**config.mk**
```make
export PLATFORM = sky130hd
export DESIGN_NAME = race_lap_controller
export DESIGN_NICKNAME = d
export VERILOG_FILES = /design/src/rtl/race_lap_controller.sv
export SDC_FILE = /design/constraint.sdc
export NUM_CORES = 1
export LEC_CHECK = 0
export BUFFER_PORTS_ARGS = -buffer_cell sky130_fd_sc_hd__clkbuf_2
export CAP_MARGIN = 20
export CORE_UTILIZATION = 50
export CTS_CLUSTER_SIZE = 16
export DETAILED_ROUTE_END_ITERATION = 8
export PLACE_DENSITY = 0.75
export SYNTH_ARGS = -nofsm -noshare
export SYNTH_HDL_FRONTEND = slang
export SYNTH_SLANG_ARGS = --single-unit
```
**constraint.sdc**
```tcl
create_clock -name clk -period 2.3 [get_ports clk]
set_input_delay 0.115 -clock clk [delete_from_list [all_inputs] [get_ports clk]]
set_output_delay 0.115 -clock clk [all_outputs]
set_load 0.05 [all_outputs]
```
**src/rtl/race_lap_controller.sv**
```systemverilog
`timescale 1ns/1ps
`default_nettype none
// ============================================================================
//  Module      : race_lap_controller
//  Description : Race timing and lap sequencing for the game FSM. Tracks race
//                time, current lap time, best lap, lap count and checkpoint
//                ordering; raises is_game_end once the final lap completes.
//  Revision    : 1.0 - initial release
// ============================================================================
module race_lap_controller #(
    parameter int TICK_DIV = 1000000,
    parameter int NUM_CP   = 4,
    parameter int NUM_LAPS = 3
) (
    input  logic              clk,
    input  logic              rst,
    input  logic [2:0]        game_state,
    input  logic [NUM_CP-1:0] cp_hit,
    output logic [2:0]        lap,
    output logic [2:0]        next_cp,
    output logic [19:0]       race_time,
    output logic [19:0]       lap_time,
    output logic [19:0]       best_lap,
    output logic              wrong_way,
    output logic              is_game_end
);

    localparam int          DIV_W        = (TICK_DIV > 1) ? $clog2(TICK_DIV) : 1;
    localparam logic [2:0]  GS_IDLE      = 3'd0;
    localparam logic [2:0]  GS_COUNTDOWN = 3'd3;
    localparam logic [2:0]  GS_RACING    = 3'd4;
    localparam logic [2:0]  GS_PAUSE     = 3'd5;
    localparam logic [19:0] TIME_MAX     = 20'h95999;
    localparam logic [2:0]  LAST_CP      = 3'(NUM_CP - 1);
    localparam logic [2:0]  LAP_TARGET   = 3'(NUM_LAPS);

    typedef enum logic [2:0] {
        R_IDLE  = 3'd0,
        R_ARMED = 3'd1,
        R_RUN   = 3'd2,
        R_HOLD  = 3'd3,
        R_DONE  = 3'd4
    } state_t;

    state_t             state;
    state_t             state_next;
    logic [DIV_W-1:0]   div_cnt;
    logic               tick;
    logic [NUM_CP-1:0]  expect_mask;
    logic [NUM_CP-1:0]  last_mask;
    logic [2:0]         prev_cp;
    logic               hit_expected;
    logic               cp_advance;
    logic               lap_done;
    logic               stray_hit;
    logic               final_lap;

    // M:SS.cc BCD increment with per-digit carry, saturating at 9:59.99
    function automatic logic [19:0] bcd_inc(input logic [19:0] v);
        logic [3:0] m, st, so, ct, co;
        {m, st, so, ct, co} = v;
        if (v == TIME_MAX) begin
            return v;
        end
        if (co != 4'd9) begin
            co = co + 4'd1;
        end else begin
            co = 4'd0;
            if (ct != 4'd9) begin
                ct = ct + 4'd1;
            end else begin
                ct = 4'd0;
                if (so != 4'd9) begin
                    so = so + 4'd1;
                end else begin
                    so = 4'd0;
                    if (st != 4'd5) begin
                        st = st + 4'd1;
                    end else begin
                        st = 4'd0;
                        m  = m + 4'd1;
                    end
                end
            end
        end
        return {m, st, so, ct, co};
    endfunction

    // Checkpoint decode: expected hit, last-passed re-hit, and out-of-order hits
    always_comb begin
        prev_cp      = (next_cp == 3'd0) ? LAST_CP : next_cp - 3'd1;
        expect_mask  = NUM_CP'(1) << next_cp;
        last_mask    = NUM_CP'(1) << prev_cp;
        hit_expected = |(cp_hit & expect_mask);
        cp_advance   = hit_expected && (next_cp != 3'd0);
        lap_done     = hit_expected && (next_cp == 3'd0);
        stray_hit    = !hit_expected && (|(cp_hit & ~last_mask));
        final_lap    = lap_done && ((lap + 3'd1) == LAP_TARGET);
        tick         = (div_cnt == DIV_W'(TICK_DIV - 1));
    end

    // Race sequencer state register
    always_ff @(posedge clk) begin
        if (rst) begin
            state <= R_IDLE;
        end else begin
            state <= state_next;
        end
    end

    // Next-state decision from the current game state; end-of-race flag
    always_comb begin
        state_next  = state;
        is_game_end = 1'b0;
        case (state)
            R_IDLE: begin
                if (game_state == GS_COUNTDOWN) state_next = R_ARMED;
            end
            R_ARMED: begin
                if (game_state == GS_RACING)    state_next = R_RUN;
                else if (game_state == GS_IDLE) state_next = R_IDLE;
            end
            R_RUN: begin
                // Leaving to idle wins over finishing; finishing wins over pause
                if (game_state == GS_IDLE)       state_next = R_IDLE;
                else if (final_lap)              state_next = R_DONE;
                else if (game_state == GS_PAUSE) state_next = R_HOLD;
            end
            R_HOLD: begin
                if (game_state == GS_RACING)         state_next = R_RUN;
                else if (game_state == GS_COUNTDOWN) state_next = R_ARMED;
                else if (game_state == GS_IDLE)      state_next = R_IDLE;
            end
            R_DONE: begin
                is_game_end = 1'b1;
                if (game_state == GS_IDLE) state_next = R_IDLE;
            end
            default: state_next = R_IDLE;
        endcase
    end

    // Timing and checkpoint datapath; frozen in R_HOLD and R_DONE
    always_ff @(posedge clk) begin
        if (rst) begin
            lap       <= 3'd0;
            next_cp   <= 3'd1;
            race_time <= 20'h0;
            lap_time  <= 20'h0;
            best_lap  <= TIME_MAX;
            wrong_way <= 1'b0;
            div_cnt   <= '0;
        end else begin
            wrong_way <= 1'b0;
            case (state)
                R_IDLE, R_ARMED: begin
                    lap       <= 3'd0;
                    next_cp   <= 3'd1;
                    race_time <= 20'h0;
                    lap_time  <= 20'h0;
                    div_cnt   <= '0;
                    // A fresh race forgets the best lap; idle keeps it on show
                    if (state == R_ARMED) best_lap <= TIME_MAX;
                end
                R_RUN: begin
                    div_cnt <= tick ? '0 : div_cnt + DIV_W'(1);
                    if (tick) race_time <= bcd_inc(race_time);
                    if (lap_done) begin
                        // New lap starts at zero, so a coincident tick is dropped
                        lap      <= lap + 3'd1;
                        next_cp  <= 3'd1;
                        lap_time <= 20'h0;
                        if (lap_time < best_lap) best_lap <= lap_time;
                    end else begin
                        if (tick) lap_time <= bcd_inc(lap_time);
                        if (cp_advance) begin
                            next_cp <= (next_cp == LAST_CP) ? 3'd0 : next_cp + 3'd1;
                        end else if (stray_hit) begin
                            wrong_way <= 1'b1;
                        end
                    end
                end
                default: begin
                end
            endcase
        end
    end

endmodule
`default_nettype wire

```
# Word-level counts from Yosys, hierarchy flattened
# Cells that the tools add are included.
# totals
regBits	90
in_bits	9
word_cells	171
out_inout_bits	68
# op_classes
muxes	68
n_lt_le_gt_ge	1
reduce_logical	28
eq_ne	38
shifts	2
bitwise	4
add_sub_neg	14
# op_table
op	n
$mux 20	9
$pmux 20 s2	4
$mux 4	28
$eq 20x20->1 const B	3
$ne 4x4->1 const B	12
$add 4x1->4 const B	10
$mux 3	13
$ne 3x3->1 const B	7
$add 20x1->20 const B	1
$lt 20x20->1	1
$eq 3x2->1 const B	5
$pmux 3 s5	1
$reduce_and 7->1	2
$pmux 3 s2	2
$reduce_and 4->1	3
$reduce_and 6->1	2
$reduce_or 4->1	3
$mux 1	11
$ne 2x2->1 const B	5
$reduce_and 5->1	2
$eq 3x3->1 const B	3
$logic_not 3->1	3
$and 4x4->4	2
$ne 4x3->1 const B	2
13 further kinds	21

# Logic depth before layout (Yosys ltp)
# Gate-level depths: netlist of run 1.
# depth
ltp_word	11
depth_mapped	10
depth_no_buf	8

# Worst setup path after synthesis of run 1
# Ideal clock, no wire load.
# synth_timing
kind	reg-to-reg
startpoint	register next_cp[0]
endpoint	register lap_time[18]
setup_ns	0.070
t_arrival_ns	2.711
n_path_buf	1
t_required_ns	2.230
slack_ns	-0.481
path_stages_with_launch	9
synth_period_minus_slack_ns	2.781
cell_sequence	dfxtp_1 > inv_1 > ha_1 > a22o_1 > o21ai_0 > nand2_1 > clkbuf_1 > or4_1 > a21oi_1
# synth_between
elab_chain_cells	6
word_cells_on_any_way	14
cone_classes	eq/ne (6); shift (1); mux (2); bitwise (1); reduce/logical (4)
# synth_rtl
item	line	rtl
start, declared	20	output logic [2:0] next_cp,
start signal, assigned	176	next_cp <= (next_cp == LAST_CP) ? 3'd0 : next_cp + 3'd1;
$shl 1x3->4	92	expect_mask = NUM_CP'(1) << next_cp;
$and 4x4->4	94	hit_expected = |(cp_hit & expect_mask);
$reduce_or 4->1	94	
$logic_and 1x1->1 *	96	lap_done = hit_expected && (next_cp == 3'd0);
$ne 4x4->1 (no source line), or another cell as far along	-	
$reduce_and 7->1 (no source line) or $pmux 20 s2 (tied branches)	-	
end signal, assigned	174	if (tick) lap_time <= bcd_inc(lap_time);
end, declared	22	output logic [19:0] lap_time,
# Mark *: on every way between the ends. The rest lies on a longest branch, timed or not.
# A chain may end at the register's enable or synchronous reset.

# Worst setup path in the final report of run 1
# layout_timing
startpoint	register div_cnt[1]
endpoint	register lap_time[18]
# layout_between
elab_chain_cells	3
# layout_rtl
item	line	rtl
start, declared	47	logic [DIV_W-1:0] div_cnt;
start signal, assigned	165	div_cnt <= tick ? '0 : div_cnt + DIV_W'(1);
$eq 20x20->1	99	tick = (div_cnt == DIV_W'(TICK_DIV - 1));
$ne 3x3->1 (no source line)	-	
$reduce_and 7->1 (no source line)	-	
# Every way passes these cells.

==> impl_metrics.env, run 1 <==
export IMPL_outcome="finished with violations"
export IMPL_violations="setup timing"
export IMPL_synthesis_nets=736
export IMPL_synth_cells=680
export IMPL_firstDrtPassIters=5
export IMPL_netlist_area_sq_mm=0.005471
export IMPL_ys_types=65
export IMPL_postLayoutSetupSlackWorst_ns=-0.01656
export IMPL_rrSetupSlack_ns=-0.02
export IMPL_finalWirelength_microns=15220
export IMPL_htreeDepth=3
export IMPL_synth_edf_count=0
export IMPL_setup_viol=3
export IMPL_drc_errors=0
export IMPL_grt_max_degree=28
export IMPL_synthFlopType="dfxtp_1"
export IMPL_rsz0062_at_grt="true"
export IMPL_pre_cts_slack_ns=-0.07383
export IMPL_layout_commonest_cell="clkbuf_2"
export IMPL_core_sq_mm=0.01046
export IMPL_cp_arrival_ns=2.63
export IMPL_final_cell_mix="clkbuf_2, nand2_1, buf_4, nor2_1, dfxtp_1"
export IMPL_ys_warnings_count=0
export IMPL_max_freq_mhz=431.7
export IMPL_die_area_sq_mm=0.01137
export IMPL_area_growth_syn_to_layout_pct=25.57
export IMPL_numCtsBuffers=9
export IMPL_worstHoldPathCells=3
export IMPL_initial_core_util=0.5230
export IMPL_ant_nets=0
export IMPL_peakVddDrop_mv=0.3659
export IMPL_clk_pin_slew_ns=0.09
export IMPL_critical_path_class="reg2reg"
export IMPL_core_rowCount=37
export IMPL_initialDrtViolationCount=454
export IMPL_fin_crit_ns=2.317
export IMPL_tightest_slew_ns=0.6095
export IMPL_final_util=0.6567
export IMPL_cp_top_family="simple AND/OR/NAND/NOR gates"
export IMPL_async_flop_share=0
export IMPL_finClkSkew_ns=0.01313
export IMPL_ys_ff_latch=90
export IMPL_hold_buffers=0
export IMPL_ys_seq_area_frac=0.3293
export IMPL_timing_rr_end="lap_time[18]"
export IMPL_nNetsFinal=870
export IMPL_routabilityCongestion=0.8715
export IMPL_clk_latency_ns=0.39
export IMPL_min_to="state[1]"
export IMPL_grt_ovfl_total=0
export IMPL_crit_fanout=6
export IMPL_crit_path_end_kind="register"
export IMPL_dp_hpwl_microns=10910
export IMPL_cts_buffer_depth=2
export IMPL_fin_area_sq_mm=0.006870
export IMPL_cp_slowest_cell="or4_1"
export IMPL_drv_cap=0
export IMPL_grt_pass1_wl_microns=24320
export IMPL_r2r_cells=8
export IMPL_cts_tree="built"
export IMPL_grt_pass1_vias=5124
export IMPL_path_cells="ha_4, nand3_2, or4_4, a2111oi_4, buf_4, nor2_4, or4_1, a21oi_1"
export IMPL_finalNonFillerCells=955
export IMPL_period_share=1.007
export IMPL_p_leak_nw=2.878
export IMPL_powerDensity_mw_per_mm2=443.1
export IMPL_crit_path_max_incr_delay_ns=0.47
export IMPL_r2r_start="div_cnt[1]"
export IMPL_dpl_cell_count=930
export IMPL_hold_viol_final=0
export IMPL_antenna_found_initial=0
export IMPL_placed_cell_area_sq_mm=0.006486
export IMPL_top_level_ports=77
export IMPL_required_ns=2.62
export IMPL_cts_root_buf="clkbuf_8"
export IMPL_finalMaxSlewViolations=0
export IMPL_die_w_microns=106.6
export IMPL_drive_gt1_frac=0.2918
export IMPL_vias=5591
export IMPL_io_buffer_count=76
export IMPL_min_path_type="in2reg"
export IMPL_cp_buffers_inverters=1
export IMPL_maxSlewHeadroom=0.5906
export IMPL_hold_start="game_state[1]"
export IMPL_grt_use_total=0.2680
export IMPL_nFillCells=888
export IMPL_syn_area_per_cell_sq_um=8.046
export IMPL_clock_sinks=90
export IMPL_diodes=0
export IMPL_wire_per_inst_microns=15.93
export IMPL_die_y_microns=106.6
export IMPL_viasPerCell=5.854
export IMPL_cp_start_kind="register"
-- area by class of cell --
cell class / instances / area, sq um / share of cell area
well taps: 136 / 170.2 / 0.02477
clock inverters: 5 / 76.32 / 0.01111
inverters: 41 / 153.9 / 0.02240
clock buffers: 11 / 141.4 / 0.02058
flip-flops and latches: 90 / 1856 / 0.2701
multi-input cells: 521 / 3500 / 0.5094
repair buffers: 151 / 973.4 / 0.1417
-- worst min-delay path: cells and delay by family --
kind                   cells  cell delay, ns
buffers and inverters      1            0.13
AOI/OAI and AO/OA          2            0.20
-- per-layer routing --
metal / vias up / part of all wire / GRT usage
li1: 2724 / - / -
met4: 0 / 0.021 / 0.09687
met2: 200 / 0.48 / 0.4488
met5: - / 0 / 0
met3: 26 / 0.062 / 0.06018
met1: 2641 / 0.44 / 0.3365
-- flip-flops by register name (all words and copies together), names as in the netlist --
register and cells:
best_lap 20, div_cnt 20, lap_time 20, race_time 20, lap 3, next_cp 3, state 3, wrong_way 1
-- power by group --
group / internal [mW] / switching, mW
clock network: 0.640 / 0.593
logic: 0.0987 / 0.152
registers: 1.56 / 0.00452
total: 2.29 / 0.750
-- synth_stat cells (4+ instances only) --
| cell | number | area [sq um] |
|---|---|---|
| nand3_1 | 18 | 90.09 |
| inv_1 | 41 | 153.9 |
| ha_1 | 47 | 588.1 |
| or3_1 | 10 | 62.56 |
| and2_1 | 9 | 56.30 |
| nor2_1 | 67 | 251.5 |
| a41oi_1 | 6 | 52.55 |
| or2_2 | 4 | 25.02 |
| a311oi_1 | 9 | 78.83 |
| a31o_2 | 5 | 43.79 |
| o31ai_1 | 4 | 30.03 |
| mux2i_1 | 23 | 230.2 |
| nor4_1 | 5 | 31.28 |
| o211ai_1 | 4 | 30.03 |
| nand2b_1 | 5 | 31.28 |
| nand2_1 | 77 | 289.0 |
| nor3_1 | 18 | 90.09 |
| a21oi_1 | 55 | 275.3 |
| o21ai_0 | 39 | 195.2 |
| xnor2_1 | 7 | 61.31 |
| or4_1 | 10 | 75.07 |
| nand3b_1 | 10 | 75.07 |
| dfxtp_1 | 90 | 1802 |
| and3b_1 | 6 | 52.55 |
| nor3b_1 | 5 | 37.54 |
| and4_1 | 5 | 43.79 |
| clkbuf_1 | 24 | 90.09 |
| nor4b_1 | 4 | 35.03 |
| nand4_1 | 13 | 81.33 |
| and3_1 | 5 | 31.28 |
-- worst max-delay path by stage --
stage,start,to,slack (ns),depth (start not counted)
6_report,div_cnt[1],lap_time[18],-0.02,8
5_1_grt,div_cnt[1],lap_time[18],-0.09,8
4_1_cts,div_cnt[12],race_time[17],0.001,7
3_5_place_dp,div_cnt[12],race_time[10],-0.07,6
3_3_place_gp,div_cnt[12],race_time[11],0.02,6
2_1_floorplan,lap_time[13],lap_time[18],-0.02,9
-- cell families after synthesis --
kind of cell	synth area share
DFF	0.3293
adders and majority gates	0.1075
and+or+nand+nor	0.2726
AOI/OAI and AO/OA	0.1868
xor gates and xnor gates	0.01121
muxes	0.04208
buffers and inverters	0.05054
-- what timing repair did --
| action | CTS | global route |
|---|---|---|
| pin swaps | 2 | 10 |
| gates cloned | 0 | 2 |
| setup buffers | 0 | 7 |
| setup endpoints to repair | 23 | 46 |
| gates resized for setup | 6 | 19 |
-- through the flow --
step	TNS [ns]	power, mW	hold WS, ns
CTS	0	3.040	0.1105
global route	-0.7894	3.152	0.1190
floorplan	-0.02154	1.744	0.3117
finish	-0.04074	3.044	0.1115
detailed placement	-0.1717	1.820	0.4632
global placement	0	1.814	0.4497
Note: power is estimated with default switching activity, not from simulation.
==> run 2: changes to the inputs <==
--- a/config.mk
+++ b/config.mk
@@ -10,7 +10,7 @@
 export CORE_UTILIZATION = 50
 export CTS_CLUSTER_SIZE = 16
 export DETAILED_ROUTE_END_ITERATION = 8
-export PLACE_DENSITY = 0.75
+export PLACE_DENSITY = 0.83
 export SYNTH_ARGS = -nofsm -noshare
 export SYNTH_HDL_FRONTEND = slang
 export SYNTH_SLANG_ARGS = --single-unit
==> run 2 against run 1 <==
Compared with the run above:
- sequential share of layout area barely moved
- largest cell class unchanged
- maximum frequency up 0.73%
- die area is the same
- cell area about the same
- non-clock buffer count is 5 lower
- highest routed layer unchanged
- utilization up 0.060 points
- the run now ends clean
- sequential cell count is the same
- critical path depth decreased by 2
- worst setup slack better by 0.017 ns
==> impl_metrics.env, run 2 (synthesis gave the netlist of run 1 again) <==
export IMPL_cts_tree="built"
export IMPL_wl_met3_microns=991
export IMPL_p_total_mw=2.858
export IMPL_cts_buffer_depth=2
export IMPL_grt_pass1_vias=5531
export IMPL_final_cell_mix="clkbuf_2, nand2_1, buf_4, nor2_1, dfxtp_1"
export IMPL_fin_tns_setup_ns=0
export IMPL_min_path_type="in2reg"
export IMPL_grt_pass1_wl_microns=25460
export IMPL_dr_wl_met2_microns=7951
export IMPL_cts_root_buf="clkbuf_8"
export IMPL_final_util=0.6573
export IMPL_finalMaxSlewViolations=0
export IMPL_placed_cell_area_sq_mm=0.006461
export IMPL_drive_gt1_frac=0.2998
export IMPL_hold_buffers=0
export IMPL_cp_start_kind="register"
export IMPL_required_ns=2.57
export IMPL_die_w_microns=106.6
export IMPL_peakVddDrop_mv=0.2773
export IMPL_drc_errors=0
export IMPL_viasPerCell=6.060
export IMPL_tightest_slew_ns=0.6053
export IMPL_whs_ns=0.1401
export IMPL_area_growth_syn_to_layout_pct=25.68
export IMPL_finalNonFillerCells=950
export IMPL_ant_nets=0
export IMPL_fin_area_sq_mm=0.006877
export IMPL_numCtsBuffers=9
export IMPL_layout_commonest_cell="clkbuf_2"
export IMPL_rsz0062_at_grt="true"
export IMPL_diodes=0
export IMPL_powerDensity_mw_per_mm2=415.6
export IMPL_p_leak_nw=2.848
export IMPL_firstDrtPassIters=6
export IMPL_antenna_found_initial=0
export IMPL_crit_path_end_kind="register"
export IMPL_pre_cts_slack_ns=-0.05408
export IMPL_clk_latency_ns=0.38
export IMPL_wl_met1_microns=6498
export IMPL_top_level_ports=77
export IMPL_io_buffer_count=76
export IMPL_finClkSkew_ns=0.01811
export IMPL_dpl_cell_count=925
export IMPL_core_sq_mm=0.01046
export IMPL_initialDrtViolationCount=445
export IMPL_grt_ovfl_total=0
export IMPL_grt_max_degree=33
export IMPL_postLayoutSetupSlackWorst_ns=0.0001685
export IMPL_multi_input_area_sq_mm=0.003563
export IMPL_routabilityCongestion=0.8825
export IMPL_htreeDepth=3
export IMPL_maxSlewHeadroom=0.5927
export IMPL_grt_use_total=0.2759
export IMPL_setup_viol=0
export IMPL_critical_path_class="reg2reg"
export IMPL_core_rowCount=37
export IMPL_highest_layer="met4"
export IMPL_outcome="finished clean"
export IMPL_clock_sinks=90
export IMPL_max_freq_mhz=434.8
export IMPL_die_y_microns=106.6
export IMPL_hold_viol_final=0
export IMPL_clk_pin_slew_ns=0.10
export IMPL_wire_per_inst_microns=16.64
export IMPL_crit_fanout=6
export IMPL_dp_hpwl_microns=11080
export IMPL_nNetsFinal=865
export IMPL_nFillCells=855
export IMPL_vias=5757
export IMPL_cp_arrival_ns=2.57
export IMPL_fin_crit_ns=2.300
export IMPL_initial_core_util=0.5230
export IMPL_period_share=0.9999
export IMPL_seq_area_sq_mm=0.001861
export IMPL_die_area_sq_mm=0.01137
export IMPL_drv_cap=0
export IMPL_finalWirelength_microns=15810
## run 2: metal layers
layer / up-vias / global-route usage
met1: 2749 / 0.3265
met2: 248 / 0.4912
met3: 38 / 0.04924
met5: - / 0
li1: 2722 / -
met4: 0 / 0.1096
## run 2: area by class of cell
class	instances	share of cell area
clock inverter	6	0.007278
inverter	41	0.02238
multi-input combinational	521	0.5182
timing repair buffer	146	0.1383
sequential	90	0.2706
clock buffer	10	0.01856
tap	136	0.02475
## run 2: timing repair
| action | in CTS | in global routing |
|---|---|---|
| buffers inserted | 2 | 5 |
| gates cloned | 2 | 1 |
| gates resized for setup | 4 | 38 |
| pin swaps | 3 | 7 |
| endpoints found under the setup margin | 11 | 48 |
## run 2: where the power goes
part           internal [mW]  leakage, nW  switching (mW)
logic                  0.101         2.02           0.155
clock network          0.405       0.0835           0.637
registers               1.56        0.740         0.00481
## run 2: final timing paths
check / slack (ns) / end / depth (start not counted) / startpoint
setup / recovery: 0.0002 / race_time[10] / 6 / div_cnt[12]
hold / removal: 0.14 / wrong_way / 4 / cp_hit[2]
setup reg to reg: 0.0002 / race_time[10] / 6 / div_cnt[12]
hold reg to reg: 0.47 / best_lap[2] / 2 / best_lap[2]
## run 2: critical path, cell delays in order, from the launching register on
cell	delay (ns)
dfxtp_2	0.33
or4b_4	0.53
or3_4	0.37
or3_4	0.35
a21oi_4	0.25
o21ai_1	0.11
a32o_1	0.26
==> run 3: changes to the inputs <==
==> config.mk (replaced) <==
export PLATFORM = sky130hd
export DESIGN_NAME = race_lap_controller
export DESIGN_NICKNAME = d
export VERILOG_FILES = /design/src/rtl/race_lap_controller.sv
export SDC_FILE = /design/constraint.sdc
export NUM_CORES = 1
export LEC_CHECK = 0
export CAP_MARGIN = 20
export CORE_UTILIZATION = 50
export CTS_CLUSTER_SIZE = 16
export DETAILED_ROUTE_END_ITERATION = 8
export DONT_BUFFER_PORTS = 1
export PLACE_DENSITY = 0.77
export SYNTH_ARGS = -nofsm -noshare
export SYNTH_HDL_FRONTEND = slang
export SYNTH_SLANG_ARGS = --single-unit
==> constraint.sdc (replaced) <==
create_clock -name clk -period 2.3 [get_ports clk]
set_input_delay 0.23 -clock clk [delete_from_list [all_inputs] [get_ports clk]]
set_output_delay 0.23 -clock clk [all_outputs]
set_load 0.05 [all_outputs]
==> run 3 against run 2 <==
Compared with the run above:
- the run now ends with setup timing left
- sequential cell count unchanged
- via count down 2.1%
- cell area up 1.6%
- non-clock buffer count down 19
- first-iteration DRC count up 3.8%
- hold slack worse by 0.095 ns
- maximum frequency down 1.3%
- register-to-register slack worse by 0.03 ns
- utilization up 1.1 points
- combinational power up 2%
- sequential share of layout area down 0.47 points
- clock skew up 0.0022 ns
- largest cell class unchanged
==> impl_metrics.env, run 3 (synthesis gave the netlist of run 1 again) <==
export IMPL_finClkSkew_ns=0.02034
export IMPL_required_ns=2.61
export IMPL_layout_commonest_cell="buf_4"
export IMPL_dp_hpwl_microns=11450
export IMPL_final_cell_mix="buf_4, nand2_1, nor2_1, dfxtp_1, a21oi_1"
export IMPL_postLayoutSetupSlackWorst_ns=-0.02961
export IMPL_maxSlewHeadroom=0.6678
export IMPL_cp_slowest_cell="dfxtp_2"
export IMPL_setup_viol=3
export IMPL_drive_gt1_frac=0.2843
export IMPL_die_y_microns=106.6
export IMPL_grt_use_total=0.2885
export IMPL_clk_latency_ns=0.40
export IMPL_hold_viol_final=0
export IMPL_violations="setup timing"
export IMPL_wire_per_inst_microns=17.71
export IMPL_fin_crit_ns=2.330
export IMPL_worstHoldPathCells=2
export IMPL_cts_tree="built"
export IMPL_grt_ovfl_total=0
export IMPL_crit_path_max_incr_delay_ns=0.33
export IMPL_peakVddDrop_mv=0.5028
export IMPL_path_cells="inv_1, ha_1, a211oi_2, o21ai_1, a41oi_2, nor4_2, nor4_4, bufbuf_16, mux2i_1"
export IMPL_min_path_type="in2reg"
export IMPL_combPwrFrac=0.085
export IMPL_internal_power_mw=2.309
export IMPL_cts_root_buf="clkbuf_8"
export IMPL_outcome="finished with violations"
export IMPL_die_area_sq_mm=0.01137
export IMPL_p_leak_nw=2.842
export IMPL_nNetsFinal=846
export IMPL_clock_sinks=90
export IMPL_fin_area_sq_mm=0.006989
export IMPL_drc_errors=0
export IMPL_p_seq_frac=0.507
export IMPL_initial_core_util=0.5230
export IMPL_powerDensity_mw_per_mm2=439.7
export IMPL_core_rowCount=37
export IMPL_viasPerCell=6.053
export IMPL_io_buffer_count=0
export IMPL_grt_max_degree=46
export IMPL_crit_fanout=5
export IMPL_area_growth_syn_to_layout_pct=27.74
export IMPL_tightest_slew_ns=0.4945
export IMPL_clk_pin_slew_ns=0.10
export IMPL_period_share=1.013
export IMPL_p_switching_mw=0.7640
export IMPL_vias=5635
export IMPL_r2r_cells=9
export IMPL_routabilityCongestion=0.9080
export IMPL_htreeDepth=3
export IMPL_diodes=0
export IMPL_placed_cell_area_sq_mm=0.006469
export IMPL_cts_buffer_depth=2
export IMPL_finalMaxSlewViolations=0
export IMPL_core_sq_mm=0.01046
export IMPL_numCtsBuffers=9
export IMPL_antenna_found_initial=0
export IMPL_fin_tns_setup_ns=-0.06213
export IMPL_finalWirelength_microns=16480
export IMPL_grt_pass1_vias=5553
export IMPL_max_freq_mhz=429.3
export IMPL_cp_arrival_ns=2.64
export IMPL_grt_pass1_wl_microns=25950
export IMPL_crit_path_end_kind="register"
export IMPL_whs_ns=0.04532
export IMPL_top_level_ports=77
export IMPL_critical_path_class="reg2reg"
export IMPL_nFillCells=853
export IMPL_switching_share=0.2486
export IMPL_firstDrtPassIters=6
export IMPL_ant_nets=0
export IMPL_clkPwrFrac=0.407
export IMPL_rsz0062_at_grt="true"
export IMPL_cp_start_kind="register"
export IMPL_drv_cap=0
export IMPL_initialDrtViolationCount=462
export IMPL_die_w_microns=106.6
[run 3: routing by layer]
metal	GRT usage	vias up	share of wire
li1	-	2668	-
met1	0.3294	2659	0.39
met2	0.4972	252	0.50
met3	0.08389	56	0.077
met4	0.1282	0	0.035
met5	0	-	0
[run 3: worst max-delay path: cells and delay by family, from the launching register on]
| family | cells | cell delay, ns |
|---|---|---|
| compound gates | 3 | 0.62 |
| fa+ha+maj | 1 | 0.31 |
| buf+inv | 2 | 0.37 |
| flops | 1 | 0.33 |
| mux | 1 | 0.21 |
| simple gates | 2 | 0.40 |
[run 3: cell type report]
type	instances	area, sq um	area share
Tap cell	136	170.2	0.02435
Inverter	41	153.9	0.02202
Clock buffer	10	137.6	0.01969
Clock inverter	6	87.58	0.01253
Multi-Input combinational cell	521	3558	0.5091
Sequential cell	90	1858	0.2658
Timing Repair Buffer	127	1023	0.1464
[run 3: power by group through the flow]
stage	sequential (mW)	combinational, mW	clock (mW)
6_report	1.56	0.262	1.25
5_1_grt	1.56	0.277	1.33
4_1_cts	1.56	0.218	1.26
3_5_place_dp	1.60	0.194	0
3_3_place_gp	1.60	0.187	0
2_1_floorplan	1.61	0.134	0
[run 3: what timing repair did]
| item | 4_1_cts | 5_1_grt |
|---|---|---|
| buffers inserted | 0 | 11 |
| gates cloned | 0 | 3 |
| hold buffers | 1 | 0 |
| gates resized for setup | 7 | 34 |
| endpoints found under the setup margin | 26 | 45 |
| hold endpoints to repair | 45 | 0 |
| pin swaps | 3 | 13 |
[run 3: path summary, 6_finish.rpt]
kind,slack [ns],endpoint,start
worst max-delay path,-0.03,best_lap[10],best_lap[2]
worst min-delay path,0.05,next_cp[2],rst
worst max register to register,-0.03,best_lap[10],best_lap[2]
worst min register to register,0.50,div_cnt[5],div_cnt[5]
[run 3: per-stage QoR]
step | worst slack, ns | cells | util | power (mW)
2_1_floorplan | -0.01917 | 680 | - | 1.744
3_3_place_gp | -0.008244 | 900 | 0.6183 | 1.785
3_5_place_dp | -0.05653 | 900 | 0.6183 | 1.793
4_1_cts | 0.0001184 | 917 | 0.6458 | 3.040
5_1_grt | -0.08501 | 931 | 0.6680 | 3.163
6_report | -0.02961 | 931 | 0.6680 | 3.073
